==> src/rtl/conv_mac_seq.sv <==
// rtl/conv_mac_seq.sv - time-shared 8x8 MAC computing a 4-lane causal truncated 1-D convolution
// Ten MAC cycles per operation: lane k takes k+1 terms, acc is cleared between lanes.
module conv_mac_seq #(
  parameter int SHIFT  = 0,
  parameter bit SAT_EN = 1'b1
) (
  input  logic        clk,
  input  logic        rst_n,
  input  logic        start,
  input  logic        flush,
  input  logic [31:0] in1,
  input  logic [31:0] in2,
  output logic        busy,
  output logic        done,
  output logic [31:0] conv_res
);

  typedef enum logic {IDLE, RUN} state_t;

  state_t             state_q, state_d;
  logic [31:0]        a_q, a_d;
  logic [31:0]        b_q, b_d;
  logic signed [17:0] acc_q, acc_d;
  logic [1:0]         k_q, k_d;
  logic [1:0]         i_q, i_d;
  logic [23:0]        stage_q, stage_d;
  logic [31:0]        res_q, res_d;
  logic               busy_q, busy_d;
  logic               done_q, done_d;

  logic [1:0]         j;
  logic signed [7:0]  a_lane;
  logic signed [7:0]  b_lane;
  logic signed [15:0] prod;
  logic signed [17:0] acc_sum;
  logic [7:0]         lane_out;

  // Scale then narrow; both saturated and wrapped forms are built so every bit of t is consumed.
  function automatic logic [7:0] narrow(input logic signed [17:0] acc);
    logic signed [17:0] t;
    logic [7:0]         sat;
    t = acc >>> SHIFT;
    if (t > 18'sd127)
      sat = 8'h7F;
    else if (t < -18'sd128)
      sat = 8'h80;
    else
      sat = t[7:0];
    return SAT_EN ? sat : t[7:0];
  endfunction

  always_comb begin
    j        = k_q - i_q;
    a_lane   = a_q[{i_q, 3'b000} +: 8];
    b_lane   = b_q[{j, 3'b000} +: 8];
    prod     = a_lane * b_lane;
    acc_sum  = acc_q + {{2{prod[15]}}, prod};
    lane_out = narrow(acc_sum);
  end

  always_comb begin
    state_d = state_q;
    a_d     = a_q;
    b_d     = b_q;
    acc_d   = acc_q;
    k_d     = k_q;
    i_d     = i_q;
    stage_d = stage_q;
    res_d   = res_q;
    busy_d  = busy_q;
    done_d  = 1'b0;

    if (flush) begin
      state_d = IDLE;
      busy_d  = 1'b0;
    end else begin
      case (state_q)
        IDLE: begin
          if (start) begin
            a_d     = in1;
            b_d     = in2;
            acc_d   = '0;
            k_d     = 2'd0;
            i_d     = 2'd0;
            busy_d  = 1'b1;
            state_d = RUN;
          end
        end
        RUN: begin
          if (i_q != k_q) begin
            acc_d = acc_sum;
            i_d   = i_q + 2'd1;
          end else begin
            acc_d = '0;
            i_d   = 2'd0;
            if (k_q == 2'd3) begin
              res_d   = {lane_out, stage_q};
              done_d  = 1'b1;
              busy_d  = 1'b0;
              k_d     = 2'd0;
              state_d = IDLE;
            end else begin
              case (k_q)
                2'd0:    stage_d[7:0]   = lane_out;
                2'd1:    stage_d[15:8]  = lane_out;
                default: stage_d[23:16] = lane_out;
              endcase
              k_d = k_q + 2'd1;
            end
          end
        end
        default: state_d = IDLE;
      endcase
    end
  end

  always_ff @(posedge clk) begin
    if (!rst_n) begin
      state_q <= IDLE;
      a_q     <= '0;
      b_q     <= '0;
      acc_q   <= '0;
      k_q     <= '0;
      i_q     <= '0;
      stage_q <= '0;
      res_q   <= '0;
      busy_q  <= 1'b0;
      done_q  <= 1'b0;
    end else begin
      state_q <= state_d;
      a_q     <= a_d;
      b_q     <= b_d;
      acc_q   <= acc_d;
      k_q     <= k_d;
      i_q     <= i_d;
      stage_q <= stage_d;
      res_q   <= res_d;
      busy_q  <= busy_d;
      done_q  <= done_d;
    end
  end

  assign busy     = busy_q;
  assign done     = done_q;
  assign conv_res = res_q;

endmodule
==> config.mk <==
export PLATFORM = sky130hd
export DESIGN_NAME = conv_mac_seq
export DESIGN_NICKNAME = d
export VERILOG_FILES = /design/src/rtl/conv_mac_seq.sv
export SDC_FILE = /design/constraint.sdc
export NUM_CORES = 1
export LEC_CHECK = 0
export BUFFER_PORTS_ARGS = -buffer_cell sky130_fd_sc_hd__buf_2
export CAP_MARGIN = 15
export CELL_PAD_IN_SITES_DETAIL_PLACEMENT = 1
export CELL_PAD_IN_SITES_GLOBAL_PLACEMENT = 2
export CORE_MARGIN = 5
export CORE_UTILIZATION = 37
export CTS_CLUSTER_DIAMETER = 200
export CTS_CLUSTER_SIZE = 20
export DETAILED_ROUTE_END_ITERATION = 10
export PLACE_DENSITY = 0.9
export REMOVE_ABC_BUFFERS = 1
export SETUP_SLACK_MARGIN = 0.2
export SLEW_MARGIN = 0
export SYNTH_ARGS = -nofsm -noshare
export SYNTH_HDL_FRONTEND = slang
export SYNTH_SLANG_ARGS = --single-unit
==> constraint.sdc <==
create_clock -name clk -period 9.4 [get_ports clk]
set_clock_uncertainty 0.05 [all_clocks]
set_input_delay 0.47 -clock clk [delete_from_list [all_inputs] [get_ports clk]]
set_output_delay 0.47 -clock clk [all_outputs]
set_load 0.02 [all_outputs]
==> impl_metrics.prom, run 1 <==
# TYPE chip_impl_metric gauge
chip_impl_metric{name="postLayoutCoreUtil",unit=""} 0.4308
chip_impl_metric{name="die_outline_area",unit="µm²"} 28430
chip_impl_metric{name="dp_hpwl",unit="mm"} 17.62
chip_impl_info{name="critical_path.startpoint_type",value="flop"} 1
chip_impl_metric{name="cts-root-to-sink-buffers",unit=""} 2
chip_impl_metric{name="routed-via-count",unit=""} 7372
chip_impl_metric{name="postRouteWirelength",unit="mm"} 23.29
chip_impl_metric{name="routed-wl-met3",unit="µm"} 803
chip_impl_metric{name="routedWlPerCell",unit="µm"} 15.80
chip_impl_metric{name="layout.filler_cells",unit=""} 2974
chip_impl_metric{name="syn_area_per_cell",unit="µm²"} 8.874
chip_impl_metric{name="firstDrtPassIters",unit=""} 4
chip_impl_metric{name="timing.slew.headroom",unit=""} 0.4346
chip_impl_metric{name="postSynthCellCount",unit=""} 1049
chip_impl_metric{name="via_per_inst",unit=""} 5.001
chip_impl_metric{name="critical_path_required",unit="ns"} 9.70
chip_impl_metric{name="finalCritPeriodShare",unit=""} 0.9163
chip_impl_info{name="routed.top_layer",value="met4"} 1
chip_impl_metric{name="nNetsFinal",unit=""} 1306
chip_impl_info{name="post_synth_main_area_contributors",value="sky130_fd_sc_hd__dfxtp_1 31%, sky130_fd_sc_hd__fa_1 12%, sky130_fd_sc_hd__nand2_1 9.1%"} 1
chip_impl_metric{name="reg2reg_slack",unit="ns"} 0.79
chip_impl_metric{name="first_global_vias",unit=""} 7992
chip_impl_metric{name="core_area",unit="µm²"} 24960
chip_impl_metric{name="cts.hold.buffers_added",unit=""} 0
chip_impl_metric{name="placement_rows",unit=""} 58
chip_impl_metric{name="ys_seq_area_frac",unit=""} 0.3118
chip_impl_metric{name="detail_route.iter0.violations",unit=""} 326
chip_impl_metric{name="fin_setup_tns",unit="ns"} 0
chip_impl_metric{name="design_power_total",unit="mW"} 1.554
chip_impl_metric{name="drt.antenna.violating_nets",unit=""} 0
chip_impl_metric{name="syn_to_final_growth",unit="%"} 15.52
chip_impl_metric{name="tritoncts_num_sinks",unit=""} 145
chip_impl_metric{name="final-hold-violation-count",unit=""} 0
chip_impl_metric{name="synth_cell_types",unit=""} 66
chip_impl_metric{name="cts_inserted_buffers",unit=""} 17
chip_impl_metric{name="synth.ff_latch_count",unit=""} 145
chip_impl_info{name="clock_tree_from_tritoncts",value="done"} 1
chip_impl_metric{name="timing_worst_slew_pin_value",unit="ns"} 0.8461
chip_impl_metric{name="die_w",unit="µm"} 168.6
chip_impl_metric{name="met2_length",unit="mm"} 11.11
chip_impl_metric{name="dpl.cell_count",unit=""} 1440
chip_impl_metric{name="synth-edff-count",unit=""} 0
chip_impl_metric{name="hold-worst-slack",unit="ns"} 0.2278
chip_impl_metric{name="global_route.usage.total",unit=""} 0.1697
chip_impl_metric{name="postLayoutSetupSlackWorst",unit="ns"} 0.7871
chip_impl_info{name="critical_path.most_common_cell",value="sky130_fd_sc_hd__a21oi_1"} 1
chip_impl_metric{name="slew_viol_final",unit=""} 0
chip_impl_metric{name="crit_fanout",unit=""} 11
chip_impl_metric{name="die_height",unit="µm"} 168.6
chip_impl_metric{name="placed_cell_area",unit="µm²"} 10110
chip_impl_info{name="post-synth-top-area-cell",value="sky130_fd_sc_hd__dfxtp_1"} 1
chip_impl_metric{name="post_route_cells_drive_above_1_share",unit=""} 0.1565
chip_impl_metric{name="gr-total-overflow",unit=""} 0
chip_impl_metric{name="port-buffer-count",unit=""} 101
chip_impl_metric{name="critPathMaxStageDelay",unit="ns"} 0.58
chip_impl_metric{name="stdcell_area",unit="µm²"} 10750
chip_impl_metric{name="netlist_area",unit="µm²"} 9309
chip_impl_metric{name="irDropWorstVdd",unit="mV"} 0.09372
chip_impl_metric{name="place_worst_setup_slack",unit="ns"} 0.02895
chip_impl_metric{name="grt_first_pass_wirelength",unit="mm"} 40.11
chip_impl_metric{name="fmax",unit="GHz"} 0.1161
chip_impl_metric{name="minimum_clock_period",unit="ns"} 8.613
chip_impl_metric{name="synth-warning-count",unit=""} 0
chip_impl_info{name="setup.worst_path.class",value="reg -> reg"} 1
chip_impl_info{name="clockRootBuffer",value="sky130_fd_sc_hd__clkbuf_16"} 1
chip_impl_metric{name="grt_antenna_before_repair",unit=""} 0
chip_impl_metric{name="remaining_drc_errors",unit=""} 0
chip_impl_metric{name="max_cap_viol_count",unit=""} 0
chip_impl_info{name="worst_path_max_delay_cell",value="sky130_fd_sc_hd__mux4_2"} 1
chip_impl_metric{name="clock_tree.htree_level_count",unit=""} 4
chip_impl_metric{name="path_clk_slew",unit="ns"} 0.07
chip_impl_info{name="timing.hold.worst.class",value="in -> reg"} 1
chip_impl_info{name="crit_path_end_kind",value="flop"} 1
chip_impl_metric{name="power.density",unit="nW/µm²"} 144.5
chip_impl_info{name="ys_dominant_reg_cell",value="sky130_fd_sc_hd__dfxtp_1"} 1
chip_impl_metric{name="grt_start_max_net_pins",unit=""} 95
chip_impl_metric{name="gp_congestion",unit=""} 0.7819
chip_impl_metric{name="antenna_cells_inserted",unit=""} 0
chip_impl_metric{name="final-instance-count-excl-fill",unit=""} 1474
chip_impl_metric{name="critPathArrivalTime",unit="ns"} 8.91
chip_impl_metric{name="route.layer.met1.wl",unit="mm"} 11.08
chip_impl_metric{name="starting_density",unit=""} 0.3729
chip_impl_metric{name="leakagePower",unit="nW"} 4.649
chip_impl_metric{name="top_level_ports",unit=""} 102
chip_impl_metric{name="setup-violations-final",unit=""} 0
chip_impl_info{name="rsz0062_at_grt",value="false"} 1
chip_impl_info{name="result_of_the_run",value="finished, final reports clean"} 1
chip_impl_metric{name="clk_latency",unit="ns"} 0.43
chip_impl_metric{name="synth-async-reset-ratio",unit=""} 0
chip_impl_metric{name="yosysTopAreaCellShare",unit=""} 0.3118
## layout by cell type, fill, tap and decap left out, types with 17 or more instances in the layout
master	n
sky130_fd_sc_hd__nand2_1	226
sky130_fd_sc_hd__dfxtp_1	145
sky130_fd_sc_hd__inv_1	102
sky130_fd_sc_hd__buf_2	100
sky130_fd_sc_hd__a21boi_0	91
sky130_fd_sc_hd__fa_1	56
sky130_fd_sc_hd__and2_1	55
sky130_fd_sc_hd__ha_1	51
sky130_fd_sc_hd__a21oi_1	34
sky130_fd_sc_hd__xnor2_1	26
sky130_fd_sc_hd__nor2_1	21
sky130_fd_sc_hd__nor2b_1	17
sky130_fd_sc_hd__clkbuf_16	17
## sequential cells by signal, summed over array words and instances (netlist names)
register	flops
a_q	32
busy	1
acc_q	18
i_q	2
stage_q	24
conv_res	32
state_q	1
b_q	32
done	1
k_q	2
## final timing paths
path / from / endpoint / cells past startpoint
setup / recovery: k_q[0] / stage_q[9] / 31
setup reg to reg: k_q[0] / stage_q[9] / 31
hold reg to reg: conv_res[9] / conv_res[9] / 2
hold / removal: in2[30] / b_q[30] / 3
## cell families (layout without fill, tap and decap cells)
logic type                 after synthesis  after routing  synth area share
adders and majority gates              107            107            0.1890
and+or+nand+nor                        371            371            0.1840
xor gates and xnor gates                34             34           0.03347
AOI/OAI and AO/OA                      223            223            0.1793
muxes                                   19             19           0.04073
DFF                                    145            145            0.3118
buffers and inverters                  150            245           0.06169
## critical path: cells and delay by family (launching register included)
kind / cells / cell delay (ns)
compound gates: 12 / 2.61
xor+xnor: 3 / 0.86
fa+ha+maj: 7 / 3.03
buf+inv: 5 / 0.49
flops: 1 / 0.37
mux: 1 / 0.58
simple gates: 3 / 0.49
## synthesized netlist by cell type, types with 3 or more instances
cell,count
sky130_fd_sc_hd__nand2_2,3
sky130_fd_sc_hd__fa_1,56
sky130_fd_sc_hd__nor3_1,4
sky130_fd_sc_hd__o21ai_1,5
sky130_fd_sc_hd__a31oi_1,4
sky130_fd_sc_hd__nand3_1,9
sky130_fd_sc_hd__a21o_1,7
sky130_fd_sc_hd__xnor2_1,27
sky130_fd_sc_hd__nor2_1,22
sky130_fd_sc_hd__mux4_2,15
sky130_fd_sc_hd__a21oi_1,34
sky130_fd_sc_hd__o21a_1,5
sky130_fd_sc_hd__and3_1,4
sky130_fd_sc_hd__or2_2,4
sky130_fd_sc_hd__a21boi_0,91
sky130_fd_sc_hd__inv_1,102
sky130_fd_sc_hd__o221a_1,16
sky130_fd_sc_hd__clkbuf_1,46
sky130_fd_sc_hd__o21ai_0,16
sky130_fd_sc_hd__a22oi_1,13
sky130_fd_sc_hd__ha_1,51
sky130_fd_sc_hd__nor2b_1,17
sky130_fd_sc_hd__dfxtp_1,145
sky130_fd_sc_hd__nand2_1,226
sky130_fd_sc_hd__o21bai_1,6
sky130_fd_sc_hd__xor2_1,6
sky130_fd_sc_hd__nand2b_1,7
sky130_fd_sc_hd__mux2i_1,3
sky130_fd_sc_hd__and2_1,55
sky130_fd_sc_hd__o22ai_1,4
sky130_fd_sc_hd__nand4_1,3
## where the power goes
part	internal (mW)	switching, mW	total, mW	leakage, nW
combinational	0.0864	0.131	0.217	3.18
sequential	0.629	0.00812	0.637	1.18
clock	0.362	0.337	0.699	0.293
## cell type report
cell class	count	area [µm²]	share of cell area
clock buffer	17	425.4	0.03956
multi-input combinational	754	5862	0.5451
tap	330	412.9	0.03839
clock inverter	15	185.2	0.01722
timing repair buffer	111	583.1	0.05422
inverter	102	382.9	0.03560
sequential	145	2903	0.2699
## metal layers
metal | vias up | track usage
li1 | 3657 | -
met4 | 0 | 0.03811
met5 | - | 0
met2 | 123 | 0.2813
met3 | 21 | 0.03363
met1 | 3571 | 0.2307
## what timing repair did
item | CTS | global route
setup buffers | 0 | 2
pin swaps | 0 | 1
endpoints found under the setup margin | 27 | 28
gates resized for setup | 1 | 2
Note: power is estimated with default switching activity, not from simulation.
==> run 2, diff against run 1 <==
- ABC_CLOCK_PERIOD_IN_PS: not set -> 10500
- BUFFER_PORTS_ARGS: -buffer_cell sky130_fd_sc_hd__buf_2 -> -buffer_cell sky130_fd_sc_hd__clkbuf_2
- CORE_UTILIZATION: 37 -> 40
- PLACE_DENSITY: 0.9 -> 0.95
- clock period: 9.4 -> 10.5 ns (I/O delays scaled with it)
==> impl_metrics.prom, run 2 (synthesis gave the netlist of run 1 again) <==
# TYPE chip_impl_metric gauge
chip_impl_metric{name="postRouteWirelength",unit="mm"} 23.32
chip_impl_metric{name="power_frac_clock",unit=""} 0.457
chip_impl_info{name="worst_path_dominant_cell_family",value="compound AO/OA/AOI/OAI gates"} 1
chip_impl_metric{name="seqCellArea",unit="µm²"} 2903
chip_impl_info{name="crit-reg2reg-launch",value="i_q[0]"} 1
chip_impl_info{name="cp-endpoint",value="conv_res[26]"} 1
chip_impl_metric{name="global_route.usage.total",unit=""} 0.1835
chip_impl_metric{name="die_w",unit="µm"} 162.6
chip_impl_metric{name="multi_input_area",unit="µm²"} 5839
chip_impl_metric{name="internal-power",unit="µW"} 986.3
chip_impl_metric{name="grt_start_max_net_pins",unit=""} 95
chip_impl_metric{name="share_seq_of_total_power",unit=""} 0.406
chip_impl_metric{name="top_level_ports",unit=""} 102
chip_impl_metric{name="power_spent_charging_and_discharging_nets",unit="µW"} 419.5
chip_impl_metric{name="grt_first_pass_wirelength",unit="mm"} 40.17
chip_impl_metric{name="tritoncts_num_sinks",unit=""} 145
chip_impl_metric{name="leakagePower",unit="nW"} 4.615
chip_impl_metric{name="irDropWorstVdd",unit="mV"} 0.09551
chip_impl_metric{name="cts.hold.buffers_added",unit=""} 0
chip_impl_metric{name="final-hold-violation-count",unit=""} 0
chip_impl_metric{name="minimum_clock_period",unit="ns"} 8.974
chip_impl_metric{name="routed-via-count",unit=""} 7379
chip_impl_metric{name="path_clk_slew",unit="ns"} 0.07
chip_impl_info{name="result_of_the_run",value="finished, final reports clean"} 1
chip_impl_metric{name="gp_congestion",unit=""} 0.8099
chip_impl_info{name="crit-reg2reg-capture",value="conv_res[26]"} 1
chip_impl_metric{name="worst_path_bufs_invs",unit=""} 4
chip_impl_info{name="clockRootBuffer",value="sky130_fd_sc_hd__clkbuf_16"} 1
chip_impl_metric{name="crit_fanout",unit=""} 15
chip_impl_metric{name="antenna_cells_inserted",unit=""} 0
chip_impl_metric{name="detail_route.iter0.violations",unit=""} 347
chip_impl_metric{name="port-buffer-count",unit=""} 101
chip_impl_metric{name="dp_hpwl",unit="mm"} 17.31
chip_impl_metric{name="hold-worst-slack",unit="ns"} 0.2724
chip_impl_metric{name="comb_power_share",unit=""} 0.137
chip_impl_metric{name="cts_resized",unit=""} 0
chip_impl_metric{name="syn_to_final_growth",unit="%"} 15.03
chip_impl_metric{name="place_worst_setup_slack",unit="ns"} 1.501
chip_impl_metric{name="finalCritPeriodShare",unit=""} 0.8547
chip_impl_metric{name="critical_path_required",unit="ns"} 10.82
chip_impl_metric{name="clock_tree.htree_level_count",unit=""} 4
chip_impl_metric{name="die_height",unit="µm"} 162.6
chip_impl_metric{name="timing_worst_slew_pin_value",unit="ns"} 0.8622
chip_impl_metric{name="cts-root-to-sink-buffers",unit=""} 2
chip_impl_info{name="critical_path.most_common_cell",value="sky130_fd_sc_hd__a21oi_1"} 1
chip_impl_metric{name="drt.antenna.violating_nets",unit=""} 0
chip_impl_metric{name="whs_path_depth",unit=""} 3
chip_impl_metric{name="power.density",unit="nW/µm²"} 131.3
chip_impl_metric{name="placed_cell_area",unit="µm²"} 10060
chip_impl_metric{name="reg2reg_slack",unit="ns"} 1.53
chip_impl_metric{name="via_per_inst",unit=""} 5.078
chip_impl_info{name="worst_path_max_delay_cell",value="sky130_fd_sc_hd__o41ai_4"} 1
chip_impl_metric{name="fmax",unit="GHz"} 0.1114
chip_impl_info{name="layout_common_cells",value="226 x sky130_fd_sc_hd__nand2_1, 145 x sky130_fd_sc_hd__dfxtp_1, 102 x sky130_fd_sc_hd__inv_1"} 1
chip_impl_metric{name="postCtsSetupBuffers",unit=""} 0
chip_impl_metric{name="path_depth",unit=""} 31
chip_impl_metric{name="setup-violations-final",unit=""} 0
chip_impl_metric{name="max_cap_viol_count",unit=""} 0
chip_impl_metric{name="layout.filler_cells",unit=""} 2724
chip_impl_metric{name="cts_inserted_buffers",unit=""} 17
chip_impl_info{name="timing.hold.worst.class",value="in -> reg"} 1
chip_impl_metric{name="nNetsFinal",unit=""} 1302
chip_impl_info{name="setup.worst_path.class",value="reg -> reg"} 1
chip_impl_metric{name="switching_share",unit=""} 0.2984
chip_impl_metric{name="critPathMaxStageDelay",unit="ns"} 0.71
chip_impl_metric{name="clk_latency",unit="ns"} 0.43
chip_impl_info{name="clock_tree_from_tritoncts",value="done"} 1
chip_impl_metric{name="core_area",unit="µm²"} 22780
chip_impl_info{name="crit_path_start",value="i_q[0]"} 1
chip_impl_metric{name="first_global_vias",unit=""} 8064
chip_impl_metric{name="firstDrtPassIters",unit=""} 4
chip_impl_metric{name="placement_rows",unit=""} 55
chip_impl_metric{name="timing.slew.headroom",unit=""} 0.4238
chip_impl_metric{name="slew_viol_final",unit=""} 0
chip_impl_info{name="critical_path.startpoint_type",value="flop"} 1
chip_impl_metric{name="grt_antenna_before_repair",unit=""} 0
chip_impl_info{name="layout.cells.most_common",value="sky130_fd_sc_hd__nand2_1"} 1
chip_impl_metric{name="critPathArrivalTime",unit="ns"} 9.29
chip_impl_info{name="crit_path_end_kind",value="flop"} 1
chip_impl_metric{name="fin_setup_tns",unit="ns"} 0
chip_impl_metric{name="worst_r2r_path_depth",unit=""} 31
chip_impl_metric{name="die_outline_area",unit="µm²"} 26420
chip_impl_metric{name="post_route_cells_drive_above_1_share",unit=""} 0.1518
chip_impl_metric{name="gr-total-overflow",unit=""} 0
chip_impl_metric{name="routedWlPerCell",unit="µm"} 16.05
chip_impl_metric{name="postLayoutSetupSlackWorst",unit="ns"} 1.526
chip_impl_metric{name="starting_density",unit=""} 0.4087
chip_impl_info{name="rsz0062_at_grt",value="false"} 1
chip_impl_metric{name="stdcell_area",unit="µm²"} 10710
chip_impl_metric{name="remaining_drc_errors",unit=""} 0
-- run 2: cell count changes in the layout (fill, tap and decap cells not counted), sizes merged --
cell,delta
buf,-104
clkbuf,+100
bufinv,+1
clkinv,-1
clkinvlp,-1
inv,+1
-- run 2: power by group through the flow --
| stage | Sequential (mW) | Clock [mW] | Combinational [mW] |
|---|---|---|---|
| 2_1_floorplan | 0.581 | 0 | 0.132 |
| 3_3_place_gp | 0.583 | 0 | 0.187 |
| 3_5_place_dp | 0.584 | 0 | 0.193 |
| 4_1_cts | 0.571 | 0.660 | 0.195 |
| 5_1_grt | 0.573 | 0.683 | 0.216 |
| 6_report | 0.571 | 0.642 | 0.193 |
-- run 2: worst register-to-register path: cells and delay by family (launching register included) --
family,cells,cell delay (ns)
buffers and inverters,4,0.38
flip-flops,1,0.67
XOR/XNOR,2,0.26
multiplexers,1,0.36
AO/OA/AOI/OAI,13,3.37
AND/OR/NAND/NOR,4,0.81
adder cells (fa/ha/maj),7,2.98
-- run 2: through the flow --
step | cells | total power [mW] | utilization
after floorplan | 1001 | 0.7126 | -
after global placement | 1420 | 0.7698 | 0.4417
after detailed placement | 1420 | 0.7766 | 0.4417
after CTS | 1452 | 1.426 | 0.4692
after global routing | 1453 | 1.472 | 0.4701
final | 1453 | 1.406 | 0.4701
-- run 2: layout make-up --
| cell class | count | area share |
|---|---|---|
| Timing Repair Buffer | 107 | 0.05282 |
| Sequential cell | 145 | 0.2711 |
| Clock inverter | 15 | 0.01870 |
| Clock buffer | 17 | 0.03973 |
| Inverter | 102 | 0.03576 |
| Multi-Input combinational cell | 754 | 0.5453 |
| Tap cell | 313 | 0.03657 |
-- run 2: worst min-delay path by stage --
| stage | startpoint | endpoint | slack, ns |
|---|---|---|---|
| after CTS | in2[20] | b_q[20] | 0.25 |
| after global placement | b_q[8] | b_q[8] | 0.40 |
| after global routing | in2[29] | b_q[29] | 0.27 |
| after detailed placement | acc_q[2] | acc_q[2] | 0.41 |
| final | in2[20] | b_q[20] | 0.27 |
| after floorplan | stage_q[10] | conv_res[10] | 0.39 |
-- run 2: layer usage --
| layer | part of all wire | GRT usage | wire (µm) | vias up |
|---|---|---|---|---|
| li1 | - | - | - | 3650 |
| met1 | 0.48 | 0.2436 | 11150 | 3588 |
| met2 | 0.48 | 0.3162 | 11270 | 120 |
| met3 | 0.030 | 0.03392 | 701 | 21 |
| met4 | 0.0085 | 0.03431 | 199 | 0 |
| met5 | 0 | 0 | 0 | - |
